### src/rtl/multicycle_sequencer.sv
// multicycle_sequencer: FETCH/DECODE/EXECUTE/WRITEBACK control FSM for the reduced RISC-V core
//   clk, rst            : clock, synchronous active-high reset
//   mem_ready, instr    : instruction memory handshake and IR contents
//   EQ                  : ALU equality result for branches
//   IRWrite, PCWrite, RegWrite, ALUctrl, ALUsrc, ImmSrc, PCsrc : per-state datapath controls
//   illegal, retired    : sticky illegal-instruction flag, saturating retired count
module multicycle_sequencer #(
    parameter int DATA_WIDTH = 32,
    parameter int CNT_WIDTH  = 16
) (
    input  logic                  clk,
    input  logic                  rst,
    input  logic                  mem_ready,
    input  logic [DATA_WIDTH-1:0] instr,
    input  logic                  EQ,
    output logic                  IRWrite,
    output logic                  PCWrite,
    output logic                  RegWrite,
    output logic [2:0]            ALUctrl,
    output logic                  ALUsrc,
    output logic [1:0]            ImmSrc,
    output logic                  PCsrc,
    output logic                  illegal,
    output logic [CNT_WIDTH-1:0]  retired
);
    typedef enum logic [2:0] {FETCH, DECODE, EXEC_I, EXEC_B, WB, TRAP} state_t;
    state_t state;
    logic [6:0] opcode;
    logic [2:0] funct3;
    logic is_addi, is_br, unused_bits;
    assign opcode  = instr[6:0];
    assign funct3  = instr[14:12];
    assign is_addi = opcode == 7'b0010011 && funct3 == 3'b000;
    assign is_br   = opcode == 7'b1100011 && funct3[2:1] == 2'b00;
    assign unused_bits = ^{instr[DATA_WIDTH-1:15], instr[11:7]};
    always_ff @(posedge clk) begin
        if (rst) begin
            state   <= FETCH;
            illegal <= 1'b0;
            retired <= '0;
        end else begin
            case (state)
                FETCH:  state <= mem_ready ? DECODE : FETCH;
                DECODE: begin
                    state   <= is_addi ? EXEC_I : is_br ? EXEC_B : TRAP;
                    illegal <= illegal | ~(is_addi | is_br);
                end
                EXEC_I: state <= WB;
                WB, EXEC_B: begin
                    state   <= FETCH;
                    retired <= retired == '1 ? retired : retired + CNT_WIDTH'(1);
                end
                TRAP:   state <= TRAP;
                default: state <= FETCH;
            endcase
        end
    end
    // enables are masked during reset so an abandoned instruction never writes
    always_comb begin
        IRWrite  = !rst && state == FETCH && mem_ready;
        PCWrite  = !rst && (state == WB || state == EXEC_B);
        RegWrite = !rst && state == WB;
        ALUctrl  = state == EXEC_B ? 3'b001 : 3'b000;
        ALUsrc   = state == EXEC_I || state == WB;
        ImmSrc   = state == EXEC_B ? 2'b11 : (state == EXEC_I || state == WB) ? 2'b01 : 2'b00;
        // funct3[0] distinguishes bne from beq, so it inverts the taken sense
        PCsrc    = state == EXEC_B && (EQ ^ instr[12]);
    end
endmodule

### config.mk
export PLATFORM = sky130hd
export DESIGN_NAME = multicycle_sequencer
export DESIGN_NICKNAME = d
export VERILOG_FILES = /design/src/rtl/multicycle_sequencer.sv
export SDC_FILE = /design/constraint.sdc
export NUM_CORES = 1
export LEC_CHECK = 0
export ABC_AREA = 1
export BUFFER_PORTS_ARGS = -buffer_cell sky130_fd_sc_hd__buf_2
export CAP_MARGIN = 20
export CORE_AREA = 2 2 57 59
export CTS_CLUSTER_DIAMETER = 80
export DETAILED_ROUTE_END_ITERATION = 12
export DIE_AREA = 0 0 59 61
export PLACE_DENSITY = 0.78
export RECOVER_POWER = 50
export SETUP_SLACK_MARGIN = 0.4
export SLEW_MARGIN = 25
export SYNTH_ARGS = -nofsm -noshare
export SYNTH_HDL_FRONTEND = slang
export SYNTH_SLANG_ARGS = --single-unit
### constraint.sdc
create_clock -name clk -period 1.9 [get_ports clk]
set_clock_uncertainty 0.15 [all_clocks]
set_input_delay 0.19 -clock clk [delete_from_list [all_inputs] [get_ports clk]]
set_output_delay 0.19 -clock clk [all_outputs]
set_load 0.02 [all_outputs]
* After elaboration in Yosys (flattened, before gate mapping)
Cells that the tools add are included.
** Storage, ports and cells
- Flip-flop bits (word level) :: 20
- Input bits :: 36
- Output and inout port bits :: 27
- Logic and storage cells :: 39
** Operators by class
- Add/subtract/negate cells :: 1
- Equality and inequality tests :: 8
- Muxes and demuxes :: 7
- Bitwise logic cells :: 5
- Reduce and logical (&&, ||, !) cells :: 15
** Operators by type and width (number)
- adder 16 x 1 -> 16 bit, second input constant :: 1
- == test 16 bit, second input constant :: 1
- one-hot mux 3 bit (4 select lines) :: 1
- == test 7 x 5 -> 1 bit, second input constant :: 1
- == test 7 bit, second input constant :: 1
- logical AND 1 bit :: 7
- == test 3 x 2 -> 1 bit, second input constant :: 2
- == test 3 bit, second input constant :: 2
- zero test 3 bit :: 2
- two-way mux 3 bit :: 2
- == test 3 x 1 -> 1 bit, second input constant :: 1
- two-way mux 1 bit :: 3
- zero test 2 bit :: 1
- logical OR 1 bit :: 2
- two-way mux 2 bit :: 1
- inverter 1 bit :: 2
- OR 1 bit :: 2
- AND reduction 2 bit :: 1
- OR reduction 2 bit :: 1
- zero test 1 bit :: 1
- XOR 1 bit :: 1

* Depth between registers and ports, before layout
Gate-level depths: netlist of the first run.
- Word-level depth :: 5
- Mapped depth :: 9
- Gate-level depth less buffers :: 9

* Worst setup path before layout of the first run
No wires, ideal clock.
- Path type :: reg-to-reg
- From :: register retired[1]
- To :: register retired[3]
- Library setup time :: 0.066 ns
- Arrival :: 1.388 ns
- Required time :: 1.684 ns
- Slack :: 0.296 ns
- Stages on the path, launching flop included :: 8
- Buffers on the path :: 0
- Clock period less this slack :: 1.604 ns
- Path through :: dfxtp_1 ha_1 nand3_2 nor2_8 nand2_4 nand2_4 nand2_1 a21oi_2
** Between the ends
- Word-level cells in the longest chain between the ends :: 3
- Elaborated cells on any way between the ends :: 4
- Those cells by class :: add/sub: 1; eq/ne: 1; bitwise: 1; reduce/logical: 1
** Ends and longest elaborated chain
- from (decl) :: line 24 : output logic [CNT_WIDTH-1:0] retired
- from (signal assigned) :: line 51 : retired <= retired == '1 ? retired : retired + CNT_WIDTH'(1);
- parallel branches: the longest is 3 deep, another holds adder 16 x 1 -> 16 bit
Several ways; the timed one is not identified.
A chain may end at the register's enable or synchronous reset.

* Final worst setup path of the first run
- From :: register state[1]
- To :: output port PCWrite
** Between the ends
- Word-level cells in the longest chain between the ends :: 3
- Elaborated cells on any way between the ends :: 4
- Those cells by class :: eq/ne: 2; reduce/logical: 2
** Ends and longest elaborated chain
- from (decl) :: line 27 : state_t state;
- from (signal assigned) :: line 43 : FETCH: state <= mem_ready ? DECODE : FETCH;
- from (signal assigned) :: line 45 : state <= is_addi ? EXEC_I : is_br ? EXEC_B : TRAP;
- == test 3 bit or == test 3 x 2 -> 1 bit (tied branches) :: line 61 : PCWrite = !rst && (state == WB || state == EXEC_B);
- logical OR 1 bit (*) :: line 61
- logical AND 1 bit (*) :: line 61
- to (decl) :: line 17 : output logic PCWrite,
Mark *: on every way between the ends. The rest lies on a longest branch, timed or not.

==> metrics.txt, run 1 <==
number of max-cap violations=0; Netlist cell types=28; CTS tree=built; initial antenna violation count=0; Met3 Routed Length=111 µm; Hold Path End=state[1]; share of post-route cells with drive strength above 1=0.332; met1 WL=1.57 mm; Mapped Cells=211; r2r worst-path depth=7; Die Wd=59 µm; combinational share of power=0.263; Hold Startpoint=instr[2]; clk sinks=20; top layer in use=met4; final WL=3.56 mm; RR Endpoint=retired[9]; total gr overflow=0; leakage=0.797 nW; first-pass GRT wire length=5.64 mm; Post-synth EDFFs=0; Area after DPL=1550 µm²; Reg2Reg Setup Slack=0.34 ns; period utilization=0.823; status=complete, no violations; gp weighted congestion=0.859; Arr. time, crit path=1.22 ns; post-DP HPWL=2.39 mm; CTS Buffer Depth=2; post-route ant nets=0; CP Capture Type=output pin; Reg-to-Reg Start=retired[9]; total CTS buffers=3; pin count of the biggest net entering global routing=16; Vias/cell=5.22; ANT cells=0; Seq cells post-synth=20; worst setup path class=flop to output pin; WP buf/inv=1; critical-path cell list=nand2_1 > nand2_1 > nand2_2 > nor2_1 > buf_2; most used cell along the critical path=nand2_1; Iteration-0 DRC Markers=84; Die Y=61 µm; clock share of power=0.316; root buffer cell=clkbuf_4; met2 routed WL=1.82 mm; routed len/inst=12.2 µm; clock slew at reported path FFs=0.13 ns; Cell Pwr Density=623 nW/µm²; GR Util All Layers=0.203; CP Depth=5; Post-Syn Area=1340 µm²; Critical Path Max Stage Delay=0.45 ns; top-area cell type share of the netlist area=0.299; Area contributors post-synth=dfxtp_1, nand2_1, nor2_1; die footprint=3600 µm²; drt pass-1 iters=4; critical path's slowest cell=dfxtp_4; hold depth=4; Synth area leader=dfxtp_1; I/O pins=63; Final Hold Fails=0; Final Setup Violations=0; Post-synth top flop=dfxtp_1; Seq pwr share=0.421; vias in the first global route=1310; Crit Path Max Fanout=7; Net Switching=0.370 mW; Worst Hold Class=input pin to flop; Layout area overhead=37.0%; clk_lat worst skew=0.32 ns; Critical Path RT=1.56 ns; DRC Markers=0; Initial Util=0.453; FFs w/ async S/R, synth=0; Vias=1523; cell with the most instances after synthesis=nand2_1; Final Instance Area=1830 µm²; Peak VDD IR=0.283 mV; Core ar.=2950 µm²; Final TNS setup=0 ns; Seq/Total Area, Yosys=0.299; IO Port Bufs=38; switching portion of total power=0.323; Final nets=297; synth warn=0; Slew Limit Fails=0; H-tree depth=1; # rows=20; pre-CTS WS=0.325 ns; syn avg cell area=6.34 µm²; FMAX=640 MHz; crit path launch type=flop; setup ws final=0.336 ns; Period minus WS final=1.56 ns; P_int=0.774 mW; critical path's top delay family=flip-flops; RSZ-0062 raised after global routing=true; most frequent cells after synthesis=nand2_1, nor2_1, inv_1, dfxtp_1, nand3_1
## worst register-to-register path, cell delays in order (launching register included)
cell	delay, ns
dfxtp_1	0.46
nand2_2	0.13
nor2_4	0.18
nand2_4	0.09
nor2_4	0.18
nor2_4	0.10
o21ai_1	0.12
nor2_1	0.06
## routing by layer
| layer | global-route usage | up-vias |
|---|---|---|
| met2 | 0.348 | 31 |
| met5 | 0 | - |
| li1 | - | 775 |
| met1 | 0.257 | 712 |
| met4 | 0.0974 | 0 |
| met3 | 0.0213 | 5 |
## cell usage in the layout, fill, tap and decap left out, types with 4 or more instances in the layout
master and n:
a21oi_1 10, a21oi_2 4, buf_2 25, buf_4 9, clkbuf_1 8, clkbuf_4 4
dfxtp_1 17, inv_1 19, inv_2 4, nand2_1 49, nand2_2 4, nand3_1 14
nand4_1 9, nor2_1 29, nor2_2 8, nor2_4 8, o21ai_1 4
## cell type report
class | instances | area (µm²)
Fill cell | 267 | 1120
Multi-Input combinational cell | 163 | 950
Sequential cell | 20 | 412
Timing Repair Buffer | 47 | 282
Inverter | 25 | 97.6
Tap cell | 33 | 41.3
Clock inverter | 1 | 30.0
Clock buffer | 3 | 22.5
## how the worst max path moves through the flow
stage / startpoint / endpoint / slack (ns)
after floorplan: retired[1] / retired[3] / 0.41
after global placement: retired[0] / retired[15] / 0.35
after detailed placement: retired[0] / retired[15] / 0.33
after CTS: state[1] / PCWrite / 0.38
after global routing: retired[2] / retired[13] / 0.21
final: state[1] / PCWrite / 0.34
## sequential cells by signal, indices dropped and copies added (netlist names)
register and cells:
state 3, retired 16, illegal 1
## power groups by stage
stage / Clock, mW / Sequential (mW) / Combinational [mW]
after global placement: 0 / 0.483 / 0.221
after CTS: 0.364 / 0.479 / 0.262
final: 0.361 / 0.482 / 0.301
after global routing: 0.381 / 0.485 / 0.329
after floorplan: 0 / 0.499 / 0.140
after detailed placement: 0 / 0.484 / 0.225
## cells by family (layout without fill, tap and decap cells)
kind of cell / Yosys count / count (layout) / share of synthesized area
AO/OA/AOI/OAI: 23 / 23 / 0.0972
XOR/XNOR: 3 / 3 / 0.0196
adder cells (fa/ha/maj): 1 / 1 / 0.00934
buffers and inverters: 30 / 76 / 0.0944
flip-flops: 20 / 20 / 0.299
other: 1 / 2 / 0.00280
AND/OR/NAND/NOR: 133 / 134 / 0.478
## stage by stage
step           hold WS [ns]   util  std cells  power [mW]
3_3_place_gp          0.288  0.526        279       0.704
4_1_cts              0.0172  0.582        289        1.10
6_report             0.0128  0.621        292        1.14
3_5_place_dp          0.290  0.526        279       0.708
2_1_floorplan         0.249      -        212       0.639
5_1_grt              0.0306  0.621        292        1.20
## repair_timing
action	in CTS	in global routing
pin swaps	5	8
endpoints found under the hold margin	3	0
setup endpoints to repair	21	24
hold buffers	2	0
cloned	1	0
resized for setup	23	28
buffers inserted	3	3
Note: power is estimated with default switching activity, not from simulation.
==> inputs of run 2 (changes only) <==
--- a/config.mk
+++ b/config.mk
@@ -5,14 +5,14 @@
 export SDC_FILE = /design/constraint.sdc
 export NUM_CORES = 1
 export LEC_CHECK = 0
-export ABC_AREA = 1
+export ABC_AREA = 0
 export BUFFER_PORTS_ARGS = -buffer_cell sky130_fd_sc_hd__buf_2
 export CAP_MARGIN = 20
-export CORE_AREA = 2 2 57 59
+export CORE_AREA = 2 2 56 58
 export CTS_CLUSTER_DIAMETER = 80
 export DETAILED_ROUTE_END_ITERATION = 12
-export DIE_AREA = 0 0 59 61
-export PLACE_DENSITY = 0.78
+export DIE_AREA = 0 0 58 60
+export PLACE_DENSITY = 0.76
 export RECOVER_POWER = 50
 export SETUP_SLACK_MARGIN = 0.4
 export SLEW_MARGIN = 25
==> constraint.sdc (replaced) <==
create_clock -name clk -period 1.5 [get_ports clk]
set_clock_uncertainty 0.15 [all_clocks]
set_input_delay 0.15 -clock clk [delete_from_list [all_inputs] [get_ports clk]]
set_output_delay 0.15 -clock clk [all_outputs]
set_load 0.02 [all_outputs]
==> run 2 against run 1 <==
  * The run now ends with hold timing, setup timing left
  * Setup slack got worse by 0.70 ns
  * Combinational power decreased by 32%
  * Register-to-register slack got worse by 0.70 ns
  * Flip-flop and latch count unchanged
  * Clock power decreased by 17%
  * Non-clock buffer count increased by 55
  * First-iteration DRC count increased by 37%
  * Critical path depth increased by 2
  * Critical path type is now flop to flop
  * Critical endpoint is now retired[8]
==> metrics.txt, run 2 <==
status=finished, violations left; violated checks=hold timing, setup timing; CTS tree=built; r2r worst-path depth=7; Seq cells post-synth=20; drt pass-1 iters=5; post-DP HPWL=2.67 mm; Slew Limit Fails=0; Final nets=278; worst setup path class=flop to flop; final cell count without fillers=273; H-tree depth=1; Period minus WS final=1.86 ns; leading cell types in the layout, fill and taps excluded=buf_6, buf_4, buf_2, dfxtp_4; Seq/Total Area, Yosys=0.328; RSZ-0062 raised after global routing=true; crit path launch type=flop; Die Y=60 µm; number of max-cap violations=0; synth warn=0; clock slew at reported path FFs=0.13 ns; Top reg by flops=retired; Worst Hold Class=input pin to flop; FMAX=538 MHz; syn avg cell area=8.55 µm²; top-area cell type share of the netlist area=0.328; Reg2Reg Setup Slack=-0.36 ns; Crit Path Max Fanout=7; Vias/cell=5.81; Synth area leader=dfxtp_1; Hold Startpoint=instr[1]; Vias=1585; setup ws final=-0.360 ns; cell with the most instances after synthesis=dfxtp_1; vias in the first global route=1477; Core ar.=2900 µm²; total chip power=1.03 mW; post-route ant nets=0; worst-margin pin slew=0.565 ns; Initial Util=0.421; WP buf/inv=3; die footprint=3480 µm²; Cell Pwr Density=426 nW/µm²; final WL=4.73 mm; first-pass GRT wire length=6.87 mm; hold depth=3; Critical Path Max Stage Delay=0.47 ns; DRC Markers=0; clk_lat worst skew=0.32 ns; clk sinks=20; routed len/inst=17.3 µm; ANT cells=0; share of post-route cells with drive strength above 1=0.692; Post-Syn Area=1220 µm²; Iteration-0 DRC Markers=115; Final Hold Fails=2; I/O pins=63; FFs w/ async S/R, synth=0; Post-synth EDFFs=0; root buffer cell=clkbuf_4; critical path's slowest cell=o211ai_1; leakage=0.953 nW; Critical Path RT=1.58 ns; Die Wd=58 µm; Layout area overhead=98.1%; total CTS buffers=3; cell count after placement=252; CP Capture Type=flop; Peak VDD IR=0.396 mV; gp weighted congestion=0.841; RR Endpoint=retired[8]; Area contributors post-synth=dfxtp_1, a21oi_1, o21ai_0; Reg-to-Reg Start=state[1]; Worst Setup SP=state[1]; biggest regs=retired (16), state (3), illegal (1); IO Port Bufs=38; max reg flops=16; CTS Buffer Depth=2; Final Setup Violations=24; GR Util All Layers=0.256; critical-path cell list=nand3b_1 > inv_4 > buf_6 > o211ai_1 > buf_4 > mux2i_1 > nor2_1; Arr. time, crit path=1.94 ns; Mapped Cells=143; critical path's top delay family=compound AO/OA/AOI/OAI gates; Netlist cell types=46; # rows=20; Post-synth top flop=dfxtp_1; most frequent cells after synthesis=dfxtp_1, a21oi_1, nor2_1, o21ai_0; initial antenna violation count=0; total gr overflow=0; Hold Path End=state[1]; commonest non-fill, non-tap cell in the layout=buf_6; Slew headroom=0.622; period utilization=1.24; pin count of the biggest net entering global routing=18; Hold WS=-0.0349 ns
[run 2: cell types whose count changed after synthesis, sizes merged, moves of 4 or more]
cell	previous run	this run
buf	4	8
inv	24	4
nand2	56	6
nand3	20	6
nor2	45	11
nor4	0	4
o31ai	0	6
or3	0	4
or4	0	6
[run 2: worst max path at each step]
stage | endpoint | slack (ns) | depth (start not counted)
2_1_floorplan | retired[5] | -0.27 | 6
3_3_place_gp | retired[5] | -0.21 | 6
3_5_place_dp | retired[7] | -0.25 | 6
4_1_cts | retired[8] | -0.28 | 7
5_1_grt | PCWrite | -0.40 | 7
6_report | retired[8] | -0.36 | 7
[run 2: cell type report]
type                            instances  area [µm²]
Timing Repair Buffer                  102         937
Multi-Input combinational cell        110         941
Fill cell                             144         482
Clock buffer                            4        26.3
Tap cell                               33        41.3
Sequential cell                        20         458
Inverter                                4        17.5
[run 2: logic make-up (layout without fill, tap and decap cells)]
family / count (synthesis) / in the layout / synth area share
buf+inv: 14 / 110 / 0.0819
other cells: 1 / 2 / 0.00307
flops: 20 / 20 / 0.328
xor+xnor: 1 / 1 / 0.00717
compound gates: 40 / 40 / 0.221
fa+ha+maj: 1 / 1 / 0.0102
mux: 3 / 3 / 0.0266
simple gates: 63 / 63 / 0.322
[run 2: metal layers]
metal	wire length (µm)	vias up	track usage
met5	0	-	0
met4	127	0	0.103
met3	260	18	0.0433
met2	2470	68	0.459
met1	1870	752	0.303
li1	-	747	-
[run 2: repair_timing]
action | CTS | global route
gates resized for setup | 85 | 30
buffers inserted | 6 | 11
hold endpoints to repair | 2 | 2
setup endpoints to repair | 43 | 45
pin swaps | 12 | 8
[run 2: tightest hold or removal path, cell delays in order]
cell and delay, ns:
buf_2 0.12, o2111ai_2 0.09, nor3_2 0.05
[run 2: report_power, final]
| part | switching, mW | internal, mW |
|---|---|---|
| Clock | 0.194 | 0.104 |
| Sequential | 0.00888 | 0.519 |
| Combinational | 0.111 | 0.0947 |
| Total | 0.314 | 0.718 |
[run 2: stage by stage]
step           area (µm²)  worst slack, ns   util  setup TNS, ns
2_1_floorplan        1370           -0.273      -          -2.30
6_report             2420           -0.360  0.834          -6.55
3_5_place_dp         1860           -0.253  0.641          -3.15
4_1_cts              2220           -0.279  0.763          -4.92
3_3_place_gp         1860           -0.214  0.641          -2.23
5_1_grt              2420           -0.399  0.834          -7.89
==> inputs of run 3 (changes only) <==
--- a/config.mk
+++ b/config.mk
@@ -8,11 +8,13 @@
 export ABC_AREA = 0
 export BUFFER_PORTS_ARGS = -buffer_cell sky130_fd_sc_hd__buf_2
 export CAP_MARGIN = 20
-export CORE_AREA = 2 2 56 58
+export CELL_PAD_IN_SITES_DETAIL_PLACEMENT = 1
+export CELL_PAD_IN_SITES_GLOBAL_PLACEMENT = 2
+export CORE_AREA = 2 2 75 77
 export CTS_CLUSTER_DIAMETER = 80
 export DETAILED_ROUTE_END_ITERATION = 12
-export DIE_AREA = 0 0 58 60
-export PLACE_DENSITY = 0.76
+export DIE_AREA = 0 0 77 79
+export PLACE_DENSITY_LB_ADDON = 0.1
 export RECOVER_POWER = 50
 export SETUP_SLACK_MARGIN = 0.4
 export SLEW_MARGIN = 25
==> run 3 against run 2 <==
  * The flow finishes with violations (setup timing)
  * Wire length grew 6.0%
  * Utilization decreased by 34 points
  * Sequential share of layout area decreased by 1.6 points
  * Register-to-register slack hardly changed
  * Flip-flop and latch count stayed put
  * Total power up 15%
  * Clock power increased by 41%
  * Maximum frequency increased by 0.73%
  * First-iteration DRC count fell by 63%
  * Die area increased by 75%
==> metrics.txt, run 3 (same netlist as run 2, synthesis figures left out) <==
Slew Limit Fails=0; leakage=0.993 nW; first-pass GRT wire length=7.69 mm; worst setup path class=flop to flop; ANT cells=0; share of post-route cells with drive strength above 1=0.757; status=finished, violations left; Crit Path Max Fanout=7; Peak VDD IR=0.295 mV; Hold Startpoint=mem_ready; CTS tree=built; commonest non-fill, non-tap cell in the layout=buf_6; Slew headroom=0.631; GR Util All Layers=0.156; Period minus WS final=1.85 ns; Reg2Reg Setup Slack=-0.35 ns; DRC Markers=0; CTS Buffer Depth=2; worst-margin pin slew=0.550 ns; setup ws final=-0.347 ns; Hold Path End=state[0]; initial antenna violation count=0; routed len/inst=15.9 µm; critical path's slowest cell=o211ai_1; gp weighted congestion=0.757; Die Wd=77 µm; Fillers=620; total CTS buffers=3; biggest regs=retired (16), state (3), illegal (1); Final Setup Violations=24; RR Endpoint=retired[8]; root buffer cell=clkbuf_8; total chip power=1.18 mW; clk_lat worst skew=0.26 ns; post-DP HPWL=3.23 mm; number of max-cap violations=0; Cell Pwr Density=452 nW/µm²; CP Capture Type=flop; final WL=5.01 mm; FMAX=542 MHz; I/O pins=63; clk sinks=20; crit path launch type=flop; hold depth=3; Hold WS=0.0512 ns; Vias/cell=4.83; H-tree depth=1; Critical Path RT=1.50 ns; hold_buf cts=0; critical-path cell list=nand3b_1 > inv_4 > o211ai_1 > buf_4 > mux2i_1 > nor2_1; Critical Path Max Stage Delay=0.47 ns; Core ar.=5340 µm²; Final Hold Fails=0; violated checks=setup timing; Layout area overhead=114%; Final nets=281; vias in the first global route=1603; total gr overflow=0; Vias=1521; Iteration-0 DRC Markers=43; RSZ-0062 raised after global routing=true; pin count of the biggest net entering global routing=13; pre-CTS WS=-0.271 ns; # rows=27; Reg-to-Reg Start=state[2]; Top reg by flops=retired; drt pass-1 iters=4; die footprint=6080 µm²; Arr. time, crit path=1.85 ns; Worst Hold Class=input pin to flop; r2r worst-path depth=6; post-route ant nets=0; IO Port Bufs=38; Initial Util=0.229; period utilization=1.23; leading cell types in the layout, fill and taps excluded=buf_6, buf_4, buf_2; Die Y=79 µm; max reg flops=16; clock slew at reported path FFs=0.08 ns
==> run 3: changes by cell type in the layout (fill, tap and decap cells not counted), sizes merged <==
cell | previous run | this run
buf | 102 | 105
==> run 3: repair_timing <==
action,CTS,global route
setup buffers,12,9
gates cloned,1,0
setup endpoints to repair,42,44
gates resized for setup,99,37
pin swaps,15,19
==> run 3: worst max-delay path, delay by kind of cell (launching register included) <==
| family | cells | cell delay [ns] |
|---|---|---|
| muxes | 1 | 0.19 |
| DFF | 1 | 0.36 |
| AOI/OAI and AO/OA | 1 | 0.47 |
| and+or+nand+nor | 2 | 0.28 |
| buffers and inverters | 2 | 0.29 |
==> run 3: through the flow <==
step                      setup TNS (ns)  utilization  std cells  cell area (µm²)
after floorplan                    -2.30            -        144             1370
after global placement             -2.85        0.355        289             1890
after CTS                          -4.41        0.447        306             2390
after global routing               -7.82        0.491        315             2620
final                              -5.84        0.491        315             2620
after detailed placement           -3.40        0.355        289             1890
==> run 3: how the worst max path moves through the flow <==
| stage | slack, ns | cells past startpoint | end | from |
|---|---|---|---|---|
| finish | -0.35 | 6 | retired[8] | state[2] |
| global route | -0.48 | 6 | retired[8] | state[2] |
| CTS | -0.27 | 6 | retired[8] | state[2] |
| detailed placement | -0.27 | 5 | retired[11] | retired[0] |
| global placement | -0.23 | 5 | retired[9] | retired[0] |
| floorplan | -0.27 | 6 | retired[5] | retired[0] |
==> run 3: layout make-up <==
cell class | count | area (µm²) | share of cell area
multi-input combinational | 110 | 1040 | 0.398
inverter | 4 | 17.5 | 0.00669
timing repair buffer | 105 | 962 | 0.367
clock buffer | 4 | 55.1 | 0.0210
tap | 72 | 90.1 | 0.0344
sequential | 20 | 453 | 0.173
==> run 3: power by group <==
part | internal [mW] | leakage, nW | switching [mW]
Clock | 0.234 | 0.0288 | 0.187
Sequential | 0.524 | 0.175 | 0.0105
Combinational | 0.111 | 0.790 | 0.119
==> run 3: routing by layer <==
metal  GRT usage  wire, µm  share of wire
met2       0.298      2730           0.54
met1       0.186      2150           0.43
met4      0.0357        19         0.0038
met3      0.0182       117          0.023
met5           0         0              0
